`src/rtl/cell_status_if.sv`:
```
// cell_status_if: player/AI request ports, shared read data and board-clear control
// for cell_status_arbiter.
interface cell_status_if #(
    parameter int STATUS_W = 4
) ();
    logic                p_req;
    logic                p_we;
    logic [5:0]          p_addr;
    logic [STATUS_W-1:0] p_wdata;
    logic                p_ack;
    logic                ai_req;
    logic                ai_we;
    logic [5:0]          ai_addr;
    logic [STATUS_W-1:0] ai_wdata;
    logic                ai_ack;
    logic [STATUS_W-1:0] rdata;
    logic                clr_start;
    logic                clr_busy;

    modport master (
        output p_req, p_we, p_addr, p_wdata,
        output ai_req, ai_we, ai_addr, ai_wdata,
        output clr_start,
        input  p_ack, ai_ack, rdata, clr_busy
    );

    modport slave (
        input  p_req, p_we, p_addr, p_wdata,
        input  ai_req, ai_we, ai_addr, ai_wdata,
        input  clr_start,
        output p_ack, ai_ack, rdata, clr_busy
    );
endinterface

```
`src/rtl/cell_status_arbiter.sv`:
```
// cell_status_arbiter: single-port board cell-status RAM shared by display fetch, clear sweep
// and round-robin player/AI requesters. Define CELL_RMW_OR_EN for OR-accumulating RMW writes.
module cell_status_arbiter #(
    parameter int CELL_W   = 80,
    parameter int CELL_H   = 60,
    parameter int COLS     = 8,
    parameter int ROWS     = 8,
    parameter int STATUS_W = 4
) (
    input  logic                clk_in,
    input  logic                rst_n_in,
    input  logic [9:0]          pix_x,
    input  logic [9:0]          pix_y,
    input  logic                pix_valid,
    output logic [STATUS_W-1:0] disp_status,
    cell_status_if.slave        bus
);

`ifdef CELL_RMW_OR_EN
    localparam bit RMW = 1'b1;
`else
    localparam bit RMW = 1'b0;
`endif

    logic [STATUS_W-1:0] mem [64];
    logic [2:0]          cx, cy;
    logic [5:0]          disp_addr, cache_addr;
    logic                cache_vld;
    logic                clr_busy, clr_last;
    logic [2:0]          clr_row, clr_col;
    logic                rmw_pend, rmw_who;
    logic [5:0]          rmw_addr;
    logic [STATUS_W-1:0] rmw_new, rmw_old;
    logic                ptr;
    logic                disp_go, clr_go, p_el, ai_el, gnt, gnt_ai, gnt_we;
    logic [5:0]          gnt_addr;
    logic [STATUS_W-1:0] gnt_wdata, old_word;

    assign bus.clr_busy = clr_busy;

    // Comparator ladder: the highest boundary passed wins, which also clamps past the grid.
    always_comb begin
        cx = '0;
        cy = '0;
        for (int i = 1; i < COLS; i++) if (int'(pix_x) >= i * CELL_W) cx = 3'(i);
        for (int i = 1; i < ROWS; i++) if (int'(pix_y) >= i * CELL_H) cy = 3'(i);
        disp_addr = {cy, cx};
    end

    always_comb begin
        disp_go   = !rmw_pend && pix_valid && (!cache_vld || disp_addr != cache_addr);
        clr_go    = clr_busy && !rmw_pend && !disp_go;
        p_el      = bus.p_req && !bus.p_ack;
        ai_el     = bus.ai_req && !bus.ai_ack;
        gnt       = !rmw_pend && !disp_go && !clr_busy && !bus.clr_start && (p_el || ai_el);
        gnt_ai    = ai_el && (!p_el || ptr);
        gnt_addr  = gnt_ai ? bus.ai_addr : bus.p_addr;
        gnt_we    = gnt_ai ? bus.ai_we : bus.p_we;
        gnt_wdata = gnt_ai ? bus.ai_wdata : bus.p_wdata;
        old_word  = mem[gnt_addr];
        clr_last  = clr_row == 3'(ROWS - 1) && clr_col == 3'(COLS - 1);
    end

    // Writes are suppressed while reset is asserted so an aborted clear leaves cells intact.
    always_ff @(posedge clk_in) begin
        if (rst_n_in) begin
            if (rmw_pend) mem[rmw_addr] <= rmw_new;
            else if (clr_go) mem[{clr_row, clr_col}] <= '0;
            else if (gnt && gnt_we && !RMW) mem[gnt_addr] <= gnt_wdata;
        end
    end

    always_ff @(posedge clk_in) begin
        if (!rst_n_in) begin
            disp_status <= '0;
            bus.p_ack   <= 1'b0;
            bus.ai_ack  <= 1'b0;
            bus.rdata   <= '0;
            clr_busy    <= 1'b0;
            clr_row     <= '0;
            clr_col     <= '0;
            ptr         <= 1'b0;
            rmw_pend    <= 1'b0;
            rmw_who     <= 1'b0;
            rmw_addr    <= '0;
            rmw_new     <= '0;
            rmw_old     <= '0;
            cache_vld   <= 1'b0;
            cache_addr  <= '0;
        end else begin
            bus.p_ack  <= 1'b0;
            bus.ai_ack <= 1'b0;
            if (disp_go) begin
                disp_status <= mem[disp_addr];
                cache_addr  <= disp_addr;
                cache_vld   <= 1'b1;
            end
            if (bus.clr_start && !clr_busy) begin
                clr_busy <= 1'b1;
                clr_row  <= '0;
                clr_col  <= '0;
            end else if (clr_go) begin
                clr_busy <= !clr_last;
                clr_row  <= clr_col == 3'(COLS - 1) ? clr_row + 3'd1 : clr_row;
                clr_col  <= clr_col == 3'(COLS - 1) ? 3'd0 : clr_col + 3'd1;
            end
            if (rmw_pend) begin
                rmw_pend   <= 1'b0;
                bus.p_ack  <= !rmw_who;
                bus.ai_ack <= rmw_who;
                bus.rdata  <= rmw_old;
            end
            if (gnt) begin
                ptr <= !gnt_ai;
                if (RMW && gnt_we) begin
                    rmw_pend <= 1'b1;
                    rmw_who  <= gnt_ai;
                    rmw_addr <= gnt_addr;
                    rmw_new  <= old_word | gnt_wdata;
                    rmw_old  <= old_word;
                end else begin
                    bus.p_ack  <= !gnt_ai;
                    bus.ai_ack <= gnt_ai;
                    bus.rdata  <= old_word;
                end
            end
        end
    end

endmodule

```
`src/flat_wrapper.sv`:
```
// flat-port wrapper written by rule: the top's interface ports become plain ports
module cell_status_arbiter_flat 
#(
    parameter int CELL_W   = 80,
    parameter int CELL_H   = 60,
    parameter int COLS     = 8,
    parameter int ROWS     = 8,
    parameter int STATUS_W = 4
)
  (clk_in, rst_n_in, pix_x, pix_y, pix_valid, disp_status, bus_p_req, bus_p_we, bus_p_addr, bus_p_wdata, bus_ai_req, bus_ai_we, bus_ai_addr, bus_ai_wdata, bus_clr_start, bus_p_ack, bus_ai_ack, bus_rdata, bus_clr_busy);
  cell_status_if #(.STATUS_W(STATUS_W)) bus_i ();
  input  logic clk_in;
  input  logic rst_n_in;
  input  logic [9:0] pix_x;
  input  logic [9:0] pix_y;
  input  logic pix_valid;
  output logic [STATUS_W-1:0] disp_status;
  input wire logic [$bits(bus_i.p_req)-1:0] bus_p_req;
  input wire logic [$bits(bus_i.p_we)-1:0] bus_p_we;
  input wire logic [$bits(bus_i.p_addr)-1:0] bus_p_addr;
  input wire logic [$bits(bus_i.p_wdata)-1:0] bus_p_wdata;
  input wire logic [$bits(bus_i.ai_req)-1:0] bus_ai_req;
  input wire logic [$bits(bus_i.ai_we)-1:0] bus_ai_we;
  input wire logic [$bits(bus_i.ai_addr)-1:0] bus_ai_addr;
  input wire logic [$bits(bus_i.ai_wdata)-1:0] bus_ai_wdata;
  input wire logic [$bits(bus_i.clr_start)-1:0] bus_clr_start;
  output wire logic [$bits(bus_i.p_ack)-1:0] bus_p_ack;
  output wire logic [$bits(bus_i.ai_ack)-1:0] bus_ai_ack;
  output wire logic [$bits(bus_i.rdata)-1:0] bus_rdata;
  output wire logic [$bits(bus_i.clr_busy)-1:0] bus_clr_busy;
  assign bus_i.p_req = bus_p_req;
  assign bus_i.p_we = bus_p_we;
  assign bus_i.p_addr = bus_p_addr;
  assign bus_i.p_wdata = bus_p_wdata;
  assign bus_i.ai_req = bus_ai_req;
  assign bus_i.ai_we = bus_ai_we;
  assign bus_i.ai_addr = bus_ai_addr;
  assign bus_i.ai_wdata = bus_ai_wdata;
  assign bus_i.clr_start = bus_clr_start;
  assign bus_p_ack = bus_i.p_ack;
  assign bus_ai_ack = bus_i.ai_ack;
  assign bus_rdata = bus_i.rdata;
  assign bus_clr_busy = bus_i.clr_busy;
  cell_status_arbiter #(.CELL_W(CELL_W), .CELL_H(CELL_H), .COLS(COLS), .ROWS(ROWS), .STATUS_W(STATUS_W)) u_core (.clk_in(clk_in), .rst_n_in(rst_n_in), .pix_x(pix_x), .pix_y(pix_y), .pix_valid(pix_valid), .disp_status(disp_status), .bus(bus_i));
endmodule
```
`config.mk`:
```
export PLATFORM = sky130hd
export DESIGN_NAME = cell_status_arbiter_flat
export DESIGN_NICKNAME = d
export VERILOG_FILES = /design/src/rtl/cell_status_if.sv /design/src/rtl/cell_status_arbiter.sv /design/src/flat_wrapper.sv
export SDC_FILE = /design/constraint.sdc
export NUM_CORES = 1
export LEC_CHECK = 0
export ABC_CLOCK_PERIOD_IN_PS = 13000
export BUFFER_PORTS_ARGS = -buffer_cell sky130_fd_sc_hd__buf_2
export CORE_AREA = 4 4 190 265
export DETAILED_ROUTE_END_ITERATION = 8
export DIE_AREA = 0 0 194 269
export MAX_ROUTING_LAYER = met4
export SYNTH_ARGS = -nofsm -noshare
export SYNTH_HDL_FRONTEND = slang
export SYNTH_SLANG_ARGS = --single-unit
```
`constraint.sdc`:
```
create_clock -name clk_in -period 13 [get_ports clk_in]
set_input_delay 2.6 -clock clk_in [delete_from_list [all_inputs] [get_ports clk_in]]
set_output_delay 2.6 -clock clk_in [all_outputs]
set_load 0.02 [all_outputs]
```
==> results of run 1 <==
-- sequential cells by signal (all words and copies together) (netlist names) --
register and count:
u_core.clr_col 3, u_core.bus.rdata 4, u_core.bus.ai_ack 1, u_core.bus.clr_busy 1
u_core.bus.p_ack 1, u_core.mem 256, u_core.cache_addr 6, u_core.disp_status 4
u_core.ptr 1, u_core.cache_vld 1, u_core.clr_row 3
-- area by class of cell --
cell class / instances / area, um2
Fill cell: 4778 / 31800
Multi-Input combinational cell: 967 / 5760
Clock inverter: 16 / 186
Clock buffer: 35 / 801
Sequential cell: 281 / 8190
Timing Repair Buffer: 75 / 433
Tap cell: 630 / 788
Inverter: 13 / 48.8
-- cell usage after synthesis (6+ instances only) --
library cell and number:
nand2_1 301, edfxtp_1 256, nand3_1 104, nor2_1 97, clkbuf_1 79, o21ai_0 61
mux2i_1 52, a221oi_1 46, a31oi_1 45, nand4_1 44, a21oi_1 26, dfxtp_1 25
nor3_1 16, inv_1 13, a32oi_1 11, nand2_2 9, a221o_1 8, a22oi_1 8
buf_1 8, mux2_2 8, a211oi_1 7, and3_1 7, mux4_2 7, nand2b_1 7
o211ai_1 7, nor3b_1 6, o21ai_1 6
-- power by group through the flow --
stage / Clock (mW) / Combinational, mW / Sequential, mW
3_5_place_dp: 0 / 0.232 / 1.00
2_1_floorplan: 0 / 0.141 / 1.00
3_3_place_gp: 0 / 0.229 / 1.00
4_1_cts: 0.872 / 0.232 / 0.981
6_report: 0.863 / 0.237 / 0.981
5_1_grt: 0.908 / 0.249 / 0.981
-- worst max-delay path, delay by kind of cell --
kind	cells	cell delay, ns
compound gates	3	2.07
buf+inv	2	0.70
simple gates	4	1.61
xor+xnor	1	0.11
-- per-stage QoR --
stage          cells  worst slack (ns)  instance area, um2
5_1_grt         2017              5.94               16200
3_5_place_dp    1966              5.59               15200
4_1_cts         2017              6.16               16200
6_report        2017              6.09               16200
2_1_floorplan   1354              5.68               14200
3_3_place_gp    1966              5.66               15200
-- layer usage --
| metal | share of wire [%] | wire length, um |
|---|---|---|
| met5 | 0 | 0 |
| met4 | 6.2 | 2870 |
| met3 | 6.5 | 3050 |
| met2 | 51 | 24000 |
| met1 | 36 | 16800 |
-- kinds of logic after synthesis --
kind of cell / Yosys count / synth area share, %
AO/OA/AOI/OAI: 269 / 13.8
XOR/XNOR: 7 / 0.431
adder cells (fa/ha/maj): 5 / 0.431
buffers and inverters: 106 / 2.89
flip-flops: 281 / 57.6
multiplexers: 67 / 5.40
AND/OR/NAND/NOR: 619 / 19.5
-- path summary, 6_finish.rpt --
check / slack (ns) / end / start / cells after the start
worst max-delay path: 6.09 / u_core.mem[34][3]$_DFFE_PP_ / pix_x[8] / 10
worst min-delay path: 0.46 / u_core.bus.rdata[0]$_SDFFE_PN0N_ / u_core.bus.rdata[0]$_SDFFE_PN0N_ / 2
worst max register to register: 8.91 / u_core.mem[59][3]$_DFFE_PP_ / u_core.ptr$_SDFFE_PN0N_ / 7
worst min register to register: 0.46 / u_core.bus.rdata[0]$_SDFFE_PN0N_ / u_core.bus.rdata[0]$_SDFFE_PN0N_ / 2
-- placed cells by master, fill, tap and decap left out, types with 8 or more instances in the layout --
master	count
a21oi_1	20
a221o_1	8
a221oi_1	46
a22oi_1	8
a31oi_1	43
a32oi_1	11
buf_2	52
buf_4	23
clkbuf_16	31
dfxtp_1	25
edfxtp_1	256
inv_1	13
mux2_2	8
mux2i_1	52
nand2_1	300
nand2_2	9
nand3_1	104
nand4_1	44
nor2_1	96
nor3_1	16
o21ai_0	61
==> metrics.yaml, run 1 <==
cts:
  worstSkewPairLatency_ns: 0.57
  root_buffer: "clkbuf_16"
  clockBufferDepth: 3
  post_cts_resized: 0
  htreeDepth: 1
  cts.sinks: 281
  post_cts_buffers: 0
  ctsHoldBuffers: 0
  cts_made_buffers: 28
  clk_pin_slew_ns: 0.06
  cts_tree: "done"
synthesis:
  yosysWarningCount: 0
  synth.distinct_cells: 71
  synth_seq_cells: 281
  synth-seq-area-share_pct: 57.6
  yosysTopAreaCellShare_pct: 54.1
  yosys-top-cells-area: "edfxtp_1 (54%), nand2_1 (7.9%), mux2i_1 (3.7%)"
  syn_inst: 1354
  synth-async-reset-ratio_pct: 0
  synth_edf_count: 256
  yosys.area.top_type: "edfxtp_1"
  syn_avg_cell_area_um2: 10.5
  syn-num-nets: 1406
  netlist_area_um2: 14200
  synth-main-ff-cell: "edfxtp_1"
power_and_ir_drop:
  switching_share_pct: 25.2
  cellPowerDensity_nw_per_um2: 128
  irDropWorstVdd_mv: 0.0873
  pwr-share-clk_pct: 41.5
  total_power_mw: 2.08
  pwr-share-comb_pct: 11.4
  intPower_mw: 1.56
  power_frac_seq_pct: 47.1
  p_switching_uw: 523
  power.leakage_nw: 5.61
cells_and_area:
  layout.nets: 1418
  areaGrowthSynthToFinish_pct: 14.0
  finish.utilization_pct: 33.8
  num_antenna_cells: 0
  layout-drive-gt1-share_pct: 12.8
place:
  portBuffers: 52
  globalplace.congestion: 0.890
  dp_hpwl_mm: 30.0
run_status:
  status: "finished, final reports clean"
floorplan:
  die_h_um: 269
  ios: 59
  initial_core_util_pct: 29.6
  core_um2: 48000
  dieArea_um2: 52200
  die_w_um: 194
  fp-row-count: 95
timing:
  fmaxAchievable_ghz: 0.145
  max_slew_margin_pct: 22.9
  clock_skew_ns: 0.0272
  rsz0062_at_grt: "no"
  worst_slew_pin_slew_ns: 1.14
  drv_slew: 0
  holdWs_ns: 0.461
  finalCritPeriodShare_pct: 53.2
  final.setup.tns_ns: 0
  fin_crit_ns: 6.91
  finalHoldViolations: 0
  setup_viol: 0
critical_path:
  required_ns: 13.21
  cp-end-kind: "register"
  crit_path_start_kind: "input port"
  cp.arrival_ns: 7.13
  cp_slowest_cell: "a41oi_1"
  crit_chain: "buf_2 -> and3b_1 -> a2111oi_4 -> buf_4 -> xnor2_1 -> or4_4 -> o41ai_4 -> nand3_4 -> a41oi_1 -> nor2_1"
  crit_path_max_fanout: 28
  crit_type: "in2reg"
  max_stage_delay_ns: 1.03
grt:
  use_met1_pct: 19.3
  grt_most_used_layer: "met2"
  grt_util_met3_pct: 1.69
  antenna_found_initial: 0
  grt_overflow_total: 0
  grt_pass1_vias: 11200
  grt_max_degree: 92
  grtUsageMet2_pct: 31.0
  gr-usage-all-layers_pct: 17.5
  grt_pass1_wl_mm: 69.1
route:
  vias: 11600
  first_pass_iters: 7
  totalWireLength_mm: 46.7
  wl_per_cell_um: 23.1
  viasPerCell: 5.75
  antenna_left: 0
  drc: 0
  drt_iter0_drc: 1310
worst_hold_path:
  hold_class: "reg2reg"
job:
  cap_violations: 0
No activity file was read; power rests on OpenSTA's default activity.
==> run 2: changes to the inputs <==
--- a/config.mk
+++ b/config.mk
@@ -5,7 +5,7 @@
 export SDC_FILE = /design/constraint.sdc
 export NUM_CORES = 1
 export LEC_CHECK = 0
-export ABC_CLOCK_PERIOD_IN_PS = 13000
+export ABC_CLOCK_PERIOD_IN_PS = 6500
 export BUFFER_PORTS_ARGS = -buffer_cell sky130_fd_sc_hd__buf_2
 export CORE_AREA = 4 4 190 265
 export DETAILED_ROUTE_END_ITERATION = 8
==> constraint.sdc (replaced) <==
create_clock -name clk_in -period 6.5 [get_ports clk_in]
set_input_delay 1.3 -clock clk_in [delete_from_list [all_inputs] [get_ports clk_in]]
set_output_delay 1.3 -clock clk_in [all_outputs]
set_load 0.02 [all_outputs]
==> run 2 against run 1 <==
Utilization fell by 0.27 points. Combinational power up 100%. Clock power increased by 73%. Critical path depth grew 1. Via count is essentially flat. Non-clock buffer count is 4 higher. Critical path type unchanged. Highest routed layer unchanged.
==> metrics.yaml, run 2 (synthesized netlist as in run 1, its figures left out) <==
run_status:
  status: "finished, final reports clean"  # unchanged
route:
  vias: 11600  # about the same
  antenna_left: 0  # unchanged
  totalWireLength_mm: 46.9  # was 46.7 mm
  first_pass_iters: 6  # was 7
  drt_iter0_drc: 1291  # was 1310
  drc: 0  # unchanged
  viasPerCell: 5.74  # was 5.75
  wl_per_cell_um: 23.2  # was 23.1 um
place:
  globalplace.congestion: 0.925  # was 0.890
  portBuffers: 52  # unchanged
  dp_hpwl_mm: 30.8  # was 30.0 mm
power_and_ir_drop:
  power_frac_seq_pct: 50.0  # was 47.1%
  irDropWorstVdd_mv: 0.178  # was 0.0873 mV
  switching_share_pct: 26.3  # was 25.2%
  p_switching_mw: 1.03  # was 523 uW
  pwr-share-clk_pct: 37.8  # was 41.5%
  cellPowerDensity_nw_per_um2: 244  # was 128 nW/um2
  intPower_mw: 2.89  # was 1.56 mW
  pwr-share-comb_pct: 12.2  # was 11.4%
  power.leakage_nw: 5.55  # was 5.61 nW
timing:
  finalCritPeriodShare_pct: 72.9
  worst_slew_pin_slew_ns: 1.31  # was 1.14 ns
  rsz0062_at_grt: "no"  # unchanged
  drv_slew: 0  # unchanged
  fmaxAchievable_ghz: 0.211
  fin_crit_ns: 4.74
  final.setup.tns_ns: 0  # unchanged
  setup_viol: 0  # unchanged
  max_slew_margin_pct: 12.1  # was 22.9%
  holdWs_ns: 0.458  # was 0.461 ns
  finalHoldViolations: 0  # unchanged
  clock_skew_ns: 0.0285  # was 0.0272 ns
grt:
  grt_overflow_total: 0  # unchanged
  gr-usage-all-layers_pct: 17.6  # was 17.5%
  grt_pass1_wl_mm: 69.3  # was 69.1 mm
  grt_max_degree: 79  # was 92
  grt_pass1_vias: 11300  # was 11200
  antenna_found_initial: 0  # unchanged
cts:
  post_cts_resized: 0  # unchanged
  clockBufferDepth: 3  # unchanged
  post_cts_buffers: 0  # unchanged
  worstSkewPairLatency_ns: 0.57  # about the same
  cts.sinks: 281  # unchanged
  cts_tree: "done"  # unchanged
  htreeDepth: 1  # unchanged
  clk_pin_slew_ns: 0.06  # about the same
  root_buffer: "clkbuf_16"  # unchanged
  cts_made_buffers: 27  # was 28
  ctsHoldBuffers: 0  # unchanged
job:
  cap_violations: 0  # unchanged
cells_and_area:
  regMostFlops: "u_core.mem"  # unchanged
  mostFrequentLayoutCell: "nand2_1"  # unchanged
  num_antenna_cells: 0  # unchanged
  layout.nets: 1421  # was 1418
  layout-drive-gt1-share_pct: 12.5  # was 12.8%
  largestRegisters: "u_core.mem: 256 flops, u_core.cache_addr: 6 flops"  # unchanged
  final_cell_mix: "nand2_1 (300), edfxtp_1 (256), nand3_1 (104)"  # unchanged
  areaGrowthSynthToFinish_pct: 13.0  # was 14.0%
  largest_reg_flops: 256  # unchanged
  nFillCells: 4841  # was 4778
worst_hold_path:
  hold_class: "reg2reg"  # unchanged
floorplan:
  ios: 59  # unchanged
  dieArea_um2: 52200  # unchanged
  core_um2: 48000  # unchanged
  fp-row-count: 95  # unchanged
  die_h_um: 269  # unchanged
  die_w_um: 194  # unchanged
  initial_core_util_pct: 29.6  # unchanged
critical_path:
  required_ns: 6.70  # was 13.21 ns
  crit_path_start_kind: "input port"  # unchanged
  cp-end-kind: "register"  # unchanged
  crit_type: "in2reg"  # unchanged
  cp.arrival_ns: 4.94  # was 7.13 ns
  crit_path_max_fanout: 16  # was 28
-- run 2: final timing paths --
kind	to	start	slack [ns]	cells past startpoint
max	u_core.mem[7][0]$_DFFE_PP_	pix_x[8]	1.76	11
min	u_core.bus.rdata[0]$_SDFFE_PN0N_	u_core.bus.rdata[0]$_SDFFE_PN0N_	0.46	2
max reg2reg	u_core.bus.rdata[1]$_SDFFE_PN0N_	u_core.ptr$_SDFFE_PN0N_	2.71	10
min reg2reg	u_core.bus.rdata[0]$_SDFFE_PN0N_	u_core.bus.rdata[0]$_SDFFE_PN0N_	0.46	2
-- run 2: layout make-up --
cell class | instances | area, um2 | area share, %
timing repair buffer | 79 | 475 | 2.96
multi-input combinational | 967 | 5760 | 35.9
clock inverter | 16 | 110 | 0.685
inverter | 13 | 48.8 | 0.304
clock buffer | 34 | 702 | 4.37
tap | 630 | 788 | 4.90
sequential | 281 | 8190 | 50.9
-- run 2: power groups by stage --
stage,combinational (mW),sequential [mW],clock (mW)
floorplan,0.283,2.00,0
global route,0.504,1.96,1.58
global placement,0.466,2.00,0
finish,0.478,1.96,1.49
detailed placement,0.471,2.00,0
CTS,0.472,1.96,1.51
-- run 2: per-stage QoR --
stage / worst slack, ns / area [um2] / power [mW] / util [%] / std cells
finish: 1.76 / 16100 / 3.93 / 33.5 / 2020
global route: 1.65 / 16100 / 4.05 / 33.5 / 2020
CTS: 1.81 / 16100 / 3.94 / 33.5 / 2020
detailed placement: 1.23 / 15300 / 2.47 / 31.8 / 1970
global placement: 1.31 / 15300 / 2.47 / 31.8 / 1970
floorplan: 0.479 / 14200 / 2.29 / - / 1354
-- run 2: critical path, stage by stage --
cell	delay [ns]
buf_2	0.28
or4bb_1	0.54
and3_1	0.22
a311o_1	0.36
a32oi_1	0.50
o41ai_4	0.09
buf_4	0.19
and3_1	0.28
o21ai_0	0.35
nand2_2	0.34
nor2_1	0.45
-- run 2: metal layers --
layer / vias up / GRT usage [%] / part of all wire (%)
met4: 0 / 11.6 / 7.3
met2: 581 / 30.9 / 51
met5: - / - / 0
li1: 5172 / - / -
met1: 5686 / 19.2 / 36
met3: 163 / 1.57 / 6.3
